`src/rtl/drum_step_sequencer.sv`:
```
// -----------------------------------------------------------------------------
// drum_step_sequencer
//
// Sixteen-step, four-track drum pattern sequencer. A tempo divider advances the
// step index; each new step emits a one-cycle voice_go pulse carrying that
// step's pattern bits. An independent sample divider emits sample_en to advance
// the voice sample counters. hold pauses playback without losing position.
//
// Optional feature: define SEQ_SWING_EN to build swing timing (even steps
// lengthened by tempo/4, odd steps shortened by the same amount). Without the
// macro the swing input is ignored and no swing logic is built.
//
// Ports
//   clk         : clock, all state changes on rising edge
//   reset       : asynchronous active-high reset (clears pattern memory too)
//   start       : one-cycle (re)start request, begins at step 0
//   stop        : one-cycle stop request, wins over start
//   hold        : level, pauses a running sequence while high
//   tempo_div   : clocks per step (0 behaves as 1)
//   sample_div  : clocks per sample tick (0 behaves as 1)
//   pat_we      : pattern write enable
//   pat_addr    : pattern step address
//   pat_data    : pattern data, bit t = track t hit
//   swing       : swing request (only with SEQ_SWING_EN)
//   voice_go    : one-cycle per-track restart pulse
//   sample_en   : one-cycle sample-advance enable
//   step        : current step index
//   playing     : high while running or paused
//   beat        : one-cycle pulse when step 0/4/8/12 begins
// -----------------------------------------------------------------------------
module drum_step_sequencer (
    input  logic        clk,
    input  logic        reset,
    input  logic        start,
    input  logic        stop,
    input  logic        hold,
    input  logic [23:0] tempo_div,
    input  logic [11:0] sample_div,
    input  logic        pat_we,
    input  logic [3:0]  pat_addr,
    input  logic [3:0]  pat_data,
    input  logic        swing,
    output logic [3:0]  voice_go,
    output logic        sample_en,
    output logic [3:0]  step,
    output logic        playing,
    output logic        beat
);

    typedef enum logic [1:0] {
        IDLE  = 2'd0,
        RUN   = 2'd1,
        PAUSE = 2'd2
    } state_t;

    state_t      state_reg, state_next;
    logic [24:0] tempo_cnt_reg;
    logic [11:0] sample_cnt_reg;
    logic [3:0]  step_reg;
    logic [3:0]  voice_go_reg;
    logic        sample_en_reg;
    logic        beat_reg;
    logic [3:0]  pattern_reg [16];

    // Zero divisors behave as one.
    logic [23:0] tempo_eff;
    logic [11:0] sample_eff;
    logic [24:0] step_len;
    assign tempo_eff  = (tempo_div == 24'd0)  ? 24'd1 : tempo_div;
    assign sample_eff = (sample_div == 12'd0) ? 12'd1 : sample_div;

`ifdef SEQ_SWING_EN
    // Long/short step pairs keep the pair length at 2*tempo, so bar length
    // is unchanged by swing.
    logic [24:0] tempo_quarter;
    assign tempo_quarter = {3'b000, tempo_eff[23:2]};
    assign step_len = !swing       ? {1'b0, tempo_eff} :
                      step_reg[0]  ? {1'b0, tempo_eff} - tempo_quarter :
                                     {1'b0, tempo_eff} + tempo_quarter;
`else
    logic unused_swing;
    assign unused_swing = swing;
    assign step_len     = {1'b0, tempo_eff};
`endif

    // Compare with >= so a divisor shrunk below the running count wraps on
    // the very next clock instead of counting all the way round.
    logic tempo_wrap, sample_wrap, advance;
    logic [3:0] step_inc;
    assign tempo_wrap  = tempo_cnt_reg >= (step_len - 25'd1);
    assign sample_wrap = sample_cnt_reg >= (sample_eff - 12'd1);
    assign step_inc    = step_reg + 4'd1;
    // Counters move on every non-idle clock where hold is low, so a pause
    // freezes exactly the held clocks and resume loses nothing.
    assign advance     = (state_reg != IDLE) && !hold;

    always_ff @(posedge clk or posedge reset) begin
        if (reset) begin
            state_reg <= IDLE;
        end else begin
            state_reg <= state_next;
        end
    end

    always_comb begin
        state_next = state_reg;
        if (stop) begin
            state_next = IDLE;
        end else if (start) begin
            state_next = RUN;
        end else begin
            case (state_reg)
                RUN:     if (hold)  state_next = PAUSE;
                PAUSE:   if (!hold) state_next = RUN;
                default: state_next = state_reg;
            endcase
        end
    end

    // Pattern memory: one flop row per step, cleared by reset.
    genvar gi;
    generate
        for (gi = 0; gi < 16; gi++) begin : g_pat
            always_ff @(posedge clk or posedge reset) begin
                if (reset) begin
                    pattern_reg[gi] <= 4'd0;
                end else if (pat_we && (pat_addr == 4'(gi))) begin
                    pattern_reg[gi] <= pat_data;
                end
            end
        end
    endgenerate

    // Step/counter datapath. Pattern reads see pre-edge contents, so a step
    // firing on the same edge as a write to its row outputs the old data.
    always_ff @(posedge clk or posedge reset) begin
        if (reset) begin
            tempo_cnt_reg  <= 25'd0;
            sample_cnt_reg <= 12'd0;
            step_reg       <= 4'd0;
            voice_go_reg   <= 4'd0;
            sample_en_reg  <= 1'b0;
            beat_reg       <= 1'b0;
        end else begin
            voice_go_reg  <= 4'd0;
            sample_en_reg <= 1'b0;
            beat_reg      <= 1'b0;
            if (stop) begin
                tempo_cnt_reg  <= 25'd0;
                sample_cnt_reg <= 12'd0;
                step_reg       <= 4'd0;
            end else if (start) begin
                tempo_cnt_reg  <= 25'd0;
                sample_cnt_reg <= 12'd0;
                step_reg       <= 4'd0;
                voice_go_reg   <= pattern_reg[0];
                beat_reg       <= 1'b1;
            end else if (advance) begin
                if (tempo_wrap) begin
                    tempo_cnt_reg <= 25'd0;
                    step_reg      <= step_inc;
                    voice_go_reg  <= pattern_reg[step_inc];
                    beat_reg      <= (step_inc[1:0] == 2'b00);
                end else begin
                    tempo_cnt_reg <= tempo_cnt_reg + 25'd1;
                end
                if (sample_wrap) begin
                    sample_cnt_reg <= 12'd0;
                    sample_en_reg  <= 1'b1;
                end else begin
                    sample_cnt_reg <= sample_cnt_reg + 12'd1;
                end
            end
        end
    end

    assign voice_go  = voice_go_reg;
    assign sample_en = sample_en_reg;
    assign step      = step_reg;
    assign beat      = beat_reg;
    assign playing   = (state_reg != IDLE);

endmodule
```
`config.mk`:
```
export PLATFORM = sky130hd
export DESIGN_NAME = drum_step_sequencer
export DESIGN_NICKNAME = d
export VERILOG_FILES = /design/src/rtl/drum_step_sequencer.sv
export SDC_FILE = /design/constraint.sdc
export NUM_CORES = 1
export LEC_CHECK = 0
export CAP_MARGIN = 30
export CORE_MARGIN = 1
export CORE_UTILIZATION = 50
export DETAILED_ROUTE_END_ITERATION = 10
export DONT_BUFFER_PORTS = 1
export GPL_ROUTABILITY_DRIVEN = 0
export PLACE_DENSITY = 0.71
export SLEW_MARGIN = 20
export SYNTH_ARGS = -nofsm -noshare
export SYNTH_HDL_FRONTEND = slang
export SYNTH_SLANG_ARGS = --single-unit
export TNS_END_PERCENT = 10
```
`constraint.sdc`:
```
create_clock -name clk -period 5.9 [get_ports clk]
set_input_delay 0.295 -clock clk [delete_from_list [all_inputs] [get_ports clk]]
set_output_delay 0.295 -clock clk [all_outputs]
set_load 0.05 [all_outputs]
```
==> results of run 1 <==
-- per-layer routing --
metal	up-vias	track usage	wire length, microns
met1	2447	0.298	6730
li1	2366	-	-
met5	-	0	0
met3	10	0.0494	579
met2	96	0.342	6990
met4	0	0.0680	127
-- path summary, 6_finish.rpt --
check,start,endpoint,slack [ns],depth (start not counted)
worst min-delay path,pat_data[1],pattern_reg[37],0.03,1
worst max-delay path,tempo_div[7],step[3],1.61,18
worst min register to register,pattern_reg[13],pattern_reg[13],0.50,1
max in group asynchronous,reset,pattern_reg[61],4.26,3
worst max register to register,step[1],voice_go[2],2.92,5
min in group asynchronous,reset,sample_cnt_reg[3],0.47,2
-- cells by family (layout without fill, tap and decap cells) --
family,Yosys count,in the layout,synth area share
buf+inv,34,52,0.0210
simple gates,242,242,0.183
xor+xnor,57,57,0.0721
flops,113,113,0.408
mux,86,86,0.172
compound gates,68,68,0.0625
fa+ha+maj,45,45,0.0813
-- power breakdown --
group | internal [mW] | total (mW) | switching [mW]
Combinational | 0.149 | 0.254 | 0.105
Sequential | 0.882 | 0.948 | 0.0659
Clock | 0.663 | 1.02 | 0.360
-- what timing repair did --
action | in CTS | in global routing
hold buffers | 2 | 0
buffers inserted | 0 | 0
hold endpoints to repair | 56 | 0
-- worst max-delay path, stage by stage --
cell and delay (ns):
nor4_1 0.04, and2b_1 0.22, and3_1 0.22, a21oi_1 0.23, ha_1 0.22, nand2b_1 0.08, nor4_1 0.42, nand3b_1 0.29
nor3b_2 0.42, nand2_1 0.12, xor2_1 0.15, ha_1 0.33, nand4_4 0.16, nor4_4 0.27, inv_2 0.04, o2111a_1 0.41
or4_1 0.53, a21oi_1 0.14
-- through the flow --
stage / utilization / setup slack (ns) / std cells
finish: 0.574 / 1.61 / 839
global route: 0.574 / 1.33 / 839
CTS: 0.574 / 1.66 / 839
detailed placement: 0.529 / 1.23 / 805
global placement: 0.529 / 1.37 / 805
floorplan: - / 1.93 / 645
-- placed cells by master (no fill, tap or decap), drive strengths merged, types with 5 or more instances in the layout --
cell type and instances:
inv 17, nor4 10, nor2 60, nand4 15, and3 11, a21oi 22
xnor2 29, mux4 20, clkbuf 19, or3 5, nand2 55, ha 45
mux2 64, nor3 26, xor2 28, o21ai 17, nand3 19, dfrtp 113
nand2b 9, nand3b 9
-- final cells by class --
class | count | area (sq um)
Fill cell | 1116 | 5700
Clock inverter | 13 | 161
Clock buffer | 19 | 433
Inverter | 15 | 58.8
Tap cell | 176 | 220
Timing Repair Buffer | 5 | 42.5
Sequential cell | 113 | 2830
Multi-Input combinational cell | 498 | 3950
==> results.toml, run 1 <==
[grt]
grt_pass1_wl_microns = 24300
grt_overflow = 0
grt_pass1_vias = 4955
grtUsageTotal = 0.217
grt_start_max_net_pins = 59
grt_antenna_before_repair = 0

[layout]
largest_reg_flops = 64
drive_gt1_frac = 0.198
syn_to_final_growth_pct = 11.1
stdcell_area_sq_mm = 0.00770
nets = 746
antennaDiodeCount = 0

[sta]
period_share = 0.727
fin_skew_ns = 0.0152
relSlewSlack = 0.401
tightest_slew_ns = 0.898
min_period_ns = 4.29
rsz0062_at_grt = "false"
final.setup.tns_ns = 0
timing.fmax_ghz = 0.233
whs_ns = 0.0266
hold_violations = 0
setup_viol_count_final = 0
slew_viol_final = 0

[floorplanning]
die-area_sq_mm = 0.0143
initial_core_util = 0.517
dieWidth_microns = 120
ios = 62
rows = 42
core_sq_mm = 0.0134
die_y_microns = 120

[critical_path]
cp.arrival_ns = 4.62
startpoint_type = "input pin"
cp.required_ns = 6.23
crit_path_end_kind = "register"
path_max_fanout = 13
worst-setup-path-type = "input pin to register"

[clock_network]
cts_tree = "built"
numCtsBuffers = 17
h-tree-depth = 4
path_clk_slew_ns = 0.06
cts_resized = 0
root_buffer = "clkbuf_16"
clk_latency_ns = 0.42
clkSinkCount = 113
cts_buffer_depth = 2

[route]
antenna_left = 0
drc = 0
viasPerCell = 5.86
wl_per_cell_microns = 17.2
dr.first_iter.drc_count = 386
dr_total_vias = 4919
drt_wl_total_microns = 14400
first_pass_iters = 4

[synthesis]
netlist_area_sq_mm = 0.00693
ys_seq_elements = 113
yosys.area.top_type = "dfrtp_1"
synth_cells = 645
ys_dominant_reg_cell = "dfrtp_1"
yosys.cell_count.top_type = "dfrtp_1"
syn_nets = 741
yosysTopAreaCellShare = 0.408
synth_edf_count = 0
synth.distinct_cells = 60
ys_seq_area_frac = 0.408
synth_top_cells_by_count = "dfrtp_1, mux2_2, nor2_1"
syn_avg_cell_area_sq_um = 10.7
synthArstFlopShare = 1.00
synthTopCellsByArea = "dfrtp_1, mux2_2, ha_1, mux4_2, xnor2_1"
yosys_warnings = 0

[power]
power_density_mw_per_mm2 = 289
total_power_mw = 2.23
p_leak_nw = 3.16
peakVddDrop_mv = 0.192

[flow_run]
maxCapViolCount = 0

[place]
dp_hpwl_microns = 10700
port_buffers = 0
place_area_sq_mm = 0.00708

[run_status]
status = "finished clean"

[min_path]
hold_path.class = "input pin to register"
Note: power is estimated with default switching activity, not from simulation.
==> run 2, diff against run 1 <==
--- a/config.mk
+++ b/config.mk
@@ -11,7 +11,7 @@
 export DETAILED_ROUTE_END_ITERATION = 10
 export DONT_BUFFER_PORTS = 1
 export GPL_ROUTABILITY_DRIVEN = 0
-export PLACE_DENSITY = 0.71
+export PLACE_DENSITY = 0.74
 export SLEW_MARGIN = 20
 export SYNTH_ARGS = -nofsm -noshare
 export SYNTH_HDL_FRONTEND = slang
==> constraint.sdc (replaced) <==
create_clock -name clk -period 3.9 [get_ports clk]
set_input_delay 0.195 -clock clk [delete_from_list [all_inputs] [get_ports clk]]
set_output_delay 0.195 -clock clk [all_outputs]
set_load 0.05 [all_outputs]
==> run 2 against run 1 <==
Core utilization is 2.0 points higher. Non-clock buffer count up 22. Sequential share of layout area shrank 1.3 points. Global-route usage is 1.1 points higher. Cell count is 2.6% higher. Largest cell class unchanged. Highest routed layer unchanged. Setup slack lost 1.3 ns. Clock power is 59% higher. Register-to-register slack got worse by 1.7 ns. Sequential power up 52%. Clock skew decreased by 0.0064 ns. Cell area rose by 3.5%.
==> results.toml, run 2 (synthesis gave the netlist of run 1 again) <==
[min_path]
min_path_cells = 3
hold_path_end = "step[2]"
hold_path.class = "input pin to register"
hold_start = "start"

[sta]
hold_violations = 0
min_period_ns = 3.63
fin_skew_ns = 0.00886
relSlewSlack = 0.406
slew_viol_final = 0
setup_viol_count_final = 0
rsz0062_at_grt = "true"
timing.fmax_ghz = 0.275
worst_slack_ns = 0.268
tightest_slew_ns = 0.891
period_share = 0.931

[power]
switchingPower_mw = 0.832
p_leak_nw = 3.31
p_clk_frac = 0.467
switching_share = 0.240
power_frac_seq = 0.415
p_int_mw = 2.63
power_density_mw_per_mm2 = 435
peakVddDrop_mv = 0.349
power_frac_comb = 0.119

[layout]
multi_input_comb_area_sq_mm = 0.00399
largest_reg_flops = 64
seqCellArea_sq_mm = 0.00283
drive_gt1_frac = 0.223
final_common_cell = "dfrtp_1"
antennaDiodeCount = 0
layout_common_cells = "dfrtp_1, mux2_2, nor2_1"
fillers = 1046
final_cells = 861
syn_to_final_growth_pct = 15.1
final_core_util = 0.595
nets = 768

[route]
drc = 0
first_pass_iters = 5
wl_per_cell_microns = 17.7
antenna_left = 0
dr_total_vias = 5062
viasPerCell = 5.88
dr.first_iter.drc_count = 335
drt_wl_total_microns = 15200

[clock_network]
path_clk_slew_ns = 0.05
clkSinkCount = 113
cts_buffer_depth = 2
numCtsBuffers = 17
clk_latency_ns = 0.41
root_buffer = "clkbuf_16"
cts_tree = "built"
h-tree-depth = 4

[grt]
grtUsageMet1 = 0.292
use_met2 = 0.375
grt_pass1_wl_microns = 25500
grt_overflow = 0
grt_start_max_net_pins = 57
grtUsageTotal = 0.228
gr-usage-met3 = 0.0575
grt_pass1_vias = 5246
grt_antenna_before_repair = 0
busiest_layer = "met2"

[critical_path]
cp.required_ns = 4.24
rrSetupSlack_ns = 1.19
path_max_fanout = 7
crit_path_end_kind = "register"
cp.arrival_ns = 3.97
startpoint_type = "input pin"
r2r_end = "voice_go[1]"
startpoint = "tempo_div[16]"
worst-setup-path-type = "input pin to register"
r2r_cells = 6
reg2reg_from = "step[1]"

[place]
dp_hpwl_microns = 11100
place_ws_ns = -0.198
place_inst = 821
port_buffers = 0

[floorplanning]
rows = 42
die_y_microns = 120
dieWidth_microns = 120
initial_core_util = 0.517
ios = 62
die-area_sq_mm = 0.0143
core_sq_mm = 0.0134

[run_status]
status = "finished clean"

[flow_run]
maxCapViolCount = 0
[run 2: layer usage]
layer / up-vias / wire length [microns]
li1: 2404 / -
met1: 2511 / 6720
met2: 118 / 7490
met3: 29 / 698
met4: 0 / 327
met5: - / 0
[run 2: what timing repair did]
action	4_1_cts	5_1_grt
endpoints found under the hold margin	97	0
setup buffers	0	0
resized for setup	0	7
endpoints found under the setup margin	0	32
hold buffers	8	0
[run 2: worst max path at each step]
stage                     depth (start not counted)  slack [ns]          endpoint
after floorplan                                  18        0.03           step[3]
after global placement                           19       -0.02  tempo_cnt_reg[2]
after detailed placement                         18       -0.20           step[3]
after CTS                                        18        0.22           step[3]
after global routing                             18      0.0005           step[3]
final                                            18        0.27           step[3]
[run 2: worst max-delay path, stage by stage]
cell      delay, ns
nor4_2         0.31
nand2b_1       0.17
nor4_4         0.44
a21oi_1        0.16
ha_1           0.22
nand2b_1       0.12
nor4_2         0.06
nand3b_1       0.18
buf_4          0.16
nor3_1         0.05
xnor2_1        0.12
ha_1           0.30
nand4_1        0.17
nor4_4         0.32
inv_2          0.05
o2111a_2       0.32
or4_1          0.49
a21oi_1        0.15
[run 2: power by group through the flow]
stage	clock [mW]	sequential [mW]	combinational, mW
finish	1.62	1.44	0.411
global route	1.69	1.46	0.451
CTS	1.64	1.44	0.415
detailed placement	0	1.45	0.396
global placement	0	1.44	0.371
floorplan	0	1.42	0.324
[run 2: layout make-up]
type	instances	share of cell area
Timing Repair Buffer	27	0.0320
Tap cell	176	0.0276
Multi-Input combinational cell	498	0.500
Clock buffer	21	0.0590
Sequential cell	113	0.355
Clock inverter	11	0.0192
Inverter	15	0.00738
[run 2: metrics by stage]
step / setup TNS (ns) / cell area, sq um / power, mW / hold WS (ns)
CTS: 0 / 7940 / 3.49 / 0.00603
finish: 0 / 7970 / 3.46 / 0.0162
detailed placement: -2.74 / 7240 / 1.85 / 0.0858
global route: 0 / 7970 / 3.59 / 0.0401
floorplan: 0 / 6930 / 1.74 / 0.258
global placement: -0.0524 / 7210 / 1.81 / 0.263
==> run 3, diff against run 2 <==
--- a/config.mk
+++ b/config.mk
@@ -12,6 +12,7 @@
 export DONT_BUFFER_PORTS = 1
 export GPL_ROUTABILITY_DRIVEN = 0
 export PLACE_DENSITY = 0.74
+export SETUP_SLACK_MARGIN = 0.4
 export SLEW_MARGIN = 20
 export SYNTH_ARGS = -nofsm -noshare
 export SYNTH_HDL_FRONTEND = slang
==> run 3 against run 2 <==
Core utilization is 0.95 points higher. Wire length up 3.6%. Cell count is 0.23% higher. Hold slack better by 0.0061 ns. Clock power grew 4%. Setup slack gained 0.30 ns. Register-to-register slack gained 0.05 ns. Non-clock buffer count increased by 3. Clock-buffer cell count unchanged. Die area unchanged. Sequential share of layout area fell by 0.56 points. Via count rose by 2.1%. Critical endpoint is now tempo_cnt_reg[2]. Highest routed layer unchanged.
==> results.toml, run 3 (synthesis gave the netlist of run 1 again) <==
[run_status]
status = "finished clean"

[layout]
largest_reg_flops = 64
antennaDiodeCount = 0
nets = 771
final_common_cell = "dfrtp_1"
fillers = 1060
layout_common_cells = "dfrtp_1, mux2_2, nor2_1"
drive_gt1_frac = 0.237
syn_to_final_growth_pct = 16.9

[route]
wl_per_cell_microns = 18.3
dr_total_vias = 5166
top_layer_used = "met4"
wl_met1_microns = 6930
dr.first_iter.drc_count = 387
antenna_left = 0
wl_met2_microns = 7790
routed-wl-met3_microns = 716
viasPerCell = 5.99
drc = 0
first_pass_iters = 5
drt_wl_total_microns = 15800

[grt]
grt_pass1_vias = 5277
grt_overflow = 0
grt_start_max_net_pins = 49
grtUsageTotal = 0.231
grt_pass1_wl_microns = 25800
grt_antenna_before_repair = 0

[critical_path]
worst-setup-path-type = "input pin to register"
cp.arrival_ns = 3.66
reg2reg_from = "step[1]"
rrSetupSlack_ns = 1.24
r2r_cells = 6
startpoint_type = "input pin"
cp.required_ns = 4.23
crit_path_end_kind = "register"
path_max_fanout = 7
r2r_end = "voice_go[3]"

[sta]
worst_slack_ns = 0.568
fin_skew_ns = 0.00685
period_share = 0.854
timing.fmax_ghz = 0.300
slew_viol_final = 0
hold_violations = 0
relSlewSlack = 0.446
setup_viol_count_final = 0
tightest_slew_ns = 0.828
rsz0062_at_grt = "false"
min_period_ns = 3.33

[power]
total_power_mw = 3.55
power_density_mw_per_mm2 = 438
peakVddDrop_mv = 0.308
p_leak_nw = 3.37

[floorplanning]
die_y_microns = 120
core_sq_mm = 0.0134
die-area_sq_mm = 0.0143
dieWidth_microns = 120
ios = 62
rows = 42
initial_core_util = 0.517

[min_path]
hold_start = "stop"
min_path_cells = 2
hold_path_end = "voice_go[3]"
hold_path.class = "input pin to register"

[clock_network]
root_buffer = "clkbuf_16"
h-tree-depth = 4
path_clk_slew_ns = 0.05
cts_buffer_depth = 2
clkSinkCount = 113
cts_tree = "built"
numCtsBuffers = 17
clk_latency_ns = 0.41

[flow_run]
maxCapViolCount = 0

[place]
place_ws_ns = -0.0756
port_buffers = 0
dp_hpwl_microns = 11000
run 3: worst max-delay path by stage:
stage / start / to / slack, ns / cells past startpoint
after floorplan: tempo_div[9] / step[2] / 0.23 / 19
after global placement: tempo_div[3] / step[2] / 0.09 / 19
after detailed placement: tempo_div[16] / tempo_cnt_reg[2] / -0.08 / 18
after CTS: tempo_div[3] / step[0] / 0.40 / 18
after global routing: tempo_div[3] / step[2] / 0.36 / 19
final: tempo_div[16] / tempo_cnt_reg[2] / 0.57 / 21
run 3: timing repair:
action	4_1_cts	5_1_grt
setup buffers	0	4
resized for setup	3	9
pin swaps	4	10
hold endpoints to repair	113	0
hold buffers	8	0
setup endpoints to repair	28	34
run 3: cell type report:
type / instances / area, sq um / area share
multi-input combinational: 498 / 4080 / 0.504
sequential: 113 / 2830 / 0.349
clock buffer: 21 / 460 / 0.0569
timing repair buffer: 30 / 269 / 0.0332
tap: 176 / 220 / 0.0272
clock inverter: 10 / 183 / 0.0226
inverter: 15 / 58.8 / 0.00726
run 3: metrics by stage:
stage / TNS (ns) / instance area (sq um) / util / instances / hold slack [ns]
after floorplan: 0 / 7000 / - / 645 / 0.258
after global placement: 0 / 7260 / 0.542 / 819 / 0.262
after detailed placement: -1.07 / 7280 / 0.544 / 820 / 0.172
after CTS: 0 / 8020 / 0.598 / 859 / 0.0106
after global routing: 0 / 8100 / 0.604 / 863 / 0.0390
final: 0 / 8100 / 0.604 / 863 / 0.0223
run 3: report_power, final:
part / internal [mW] / total [mW] / switching, mW / leakage (nW)
logic: 0.239 / 0.416 / 0.177 / 1.60
clock network: 1.16 / 1.69 / 0.530 / 0.305
registers: 1.33 / 1.44 / 0.107 / 1.46
total: 2.73 / 3.55 / 0.814 / 3.37
run 3: worst max-delay path, stage by stage:
cell	delay [ns]
nor4_4	0.26
nand2b_1	0.15
nor4_4	0.28
buf_4	0.19
a21oi_4	0.07
ha_4	0.17
nand2b_4	0.07
nor4_4	0.04
nand3b_1	0.17
buf_4	0.14
buf_4	0.10
nor3_1	0.05
xnor2_1	0.17
ha_1	0.27
a21oi_1	0.14
o21ai_0	0.09
a211oi_1	0.27
o2111a_2	0.33
buf_4	0.18
nand4b_1	0.10
a31oi_1	0.19
run 3: per-layer routing:
layer / global-route usage / up-vias
li1: - / 2417
met1: 0.300 / 2594
met2: 0.374 / 124
met3: 0.0589 / 31
met4: 0.0836 / 0
met5: 0 / -
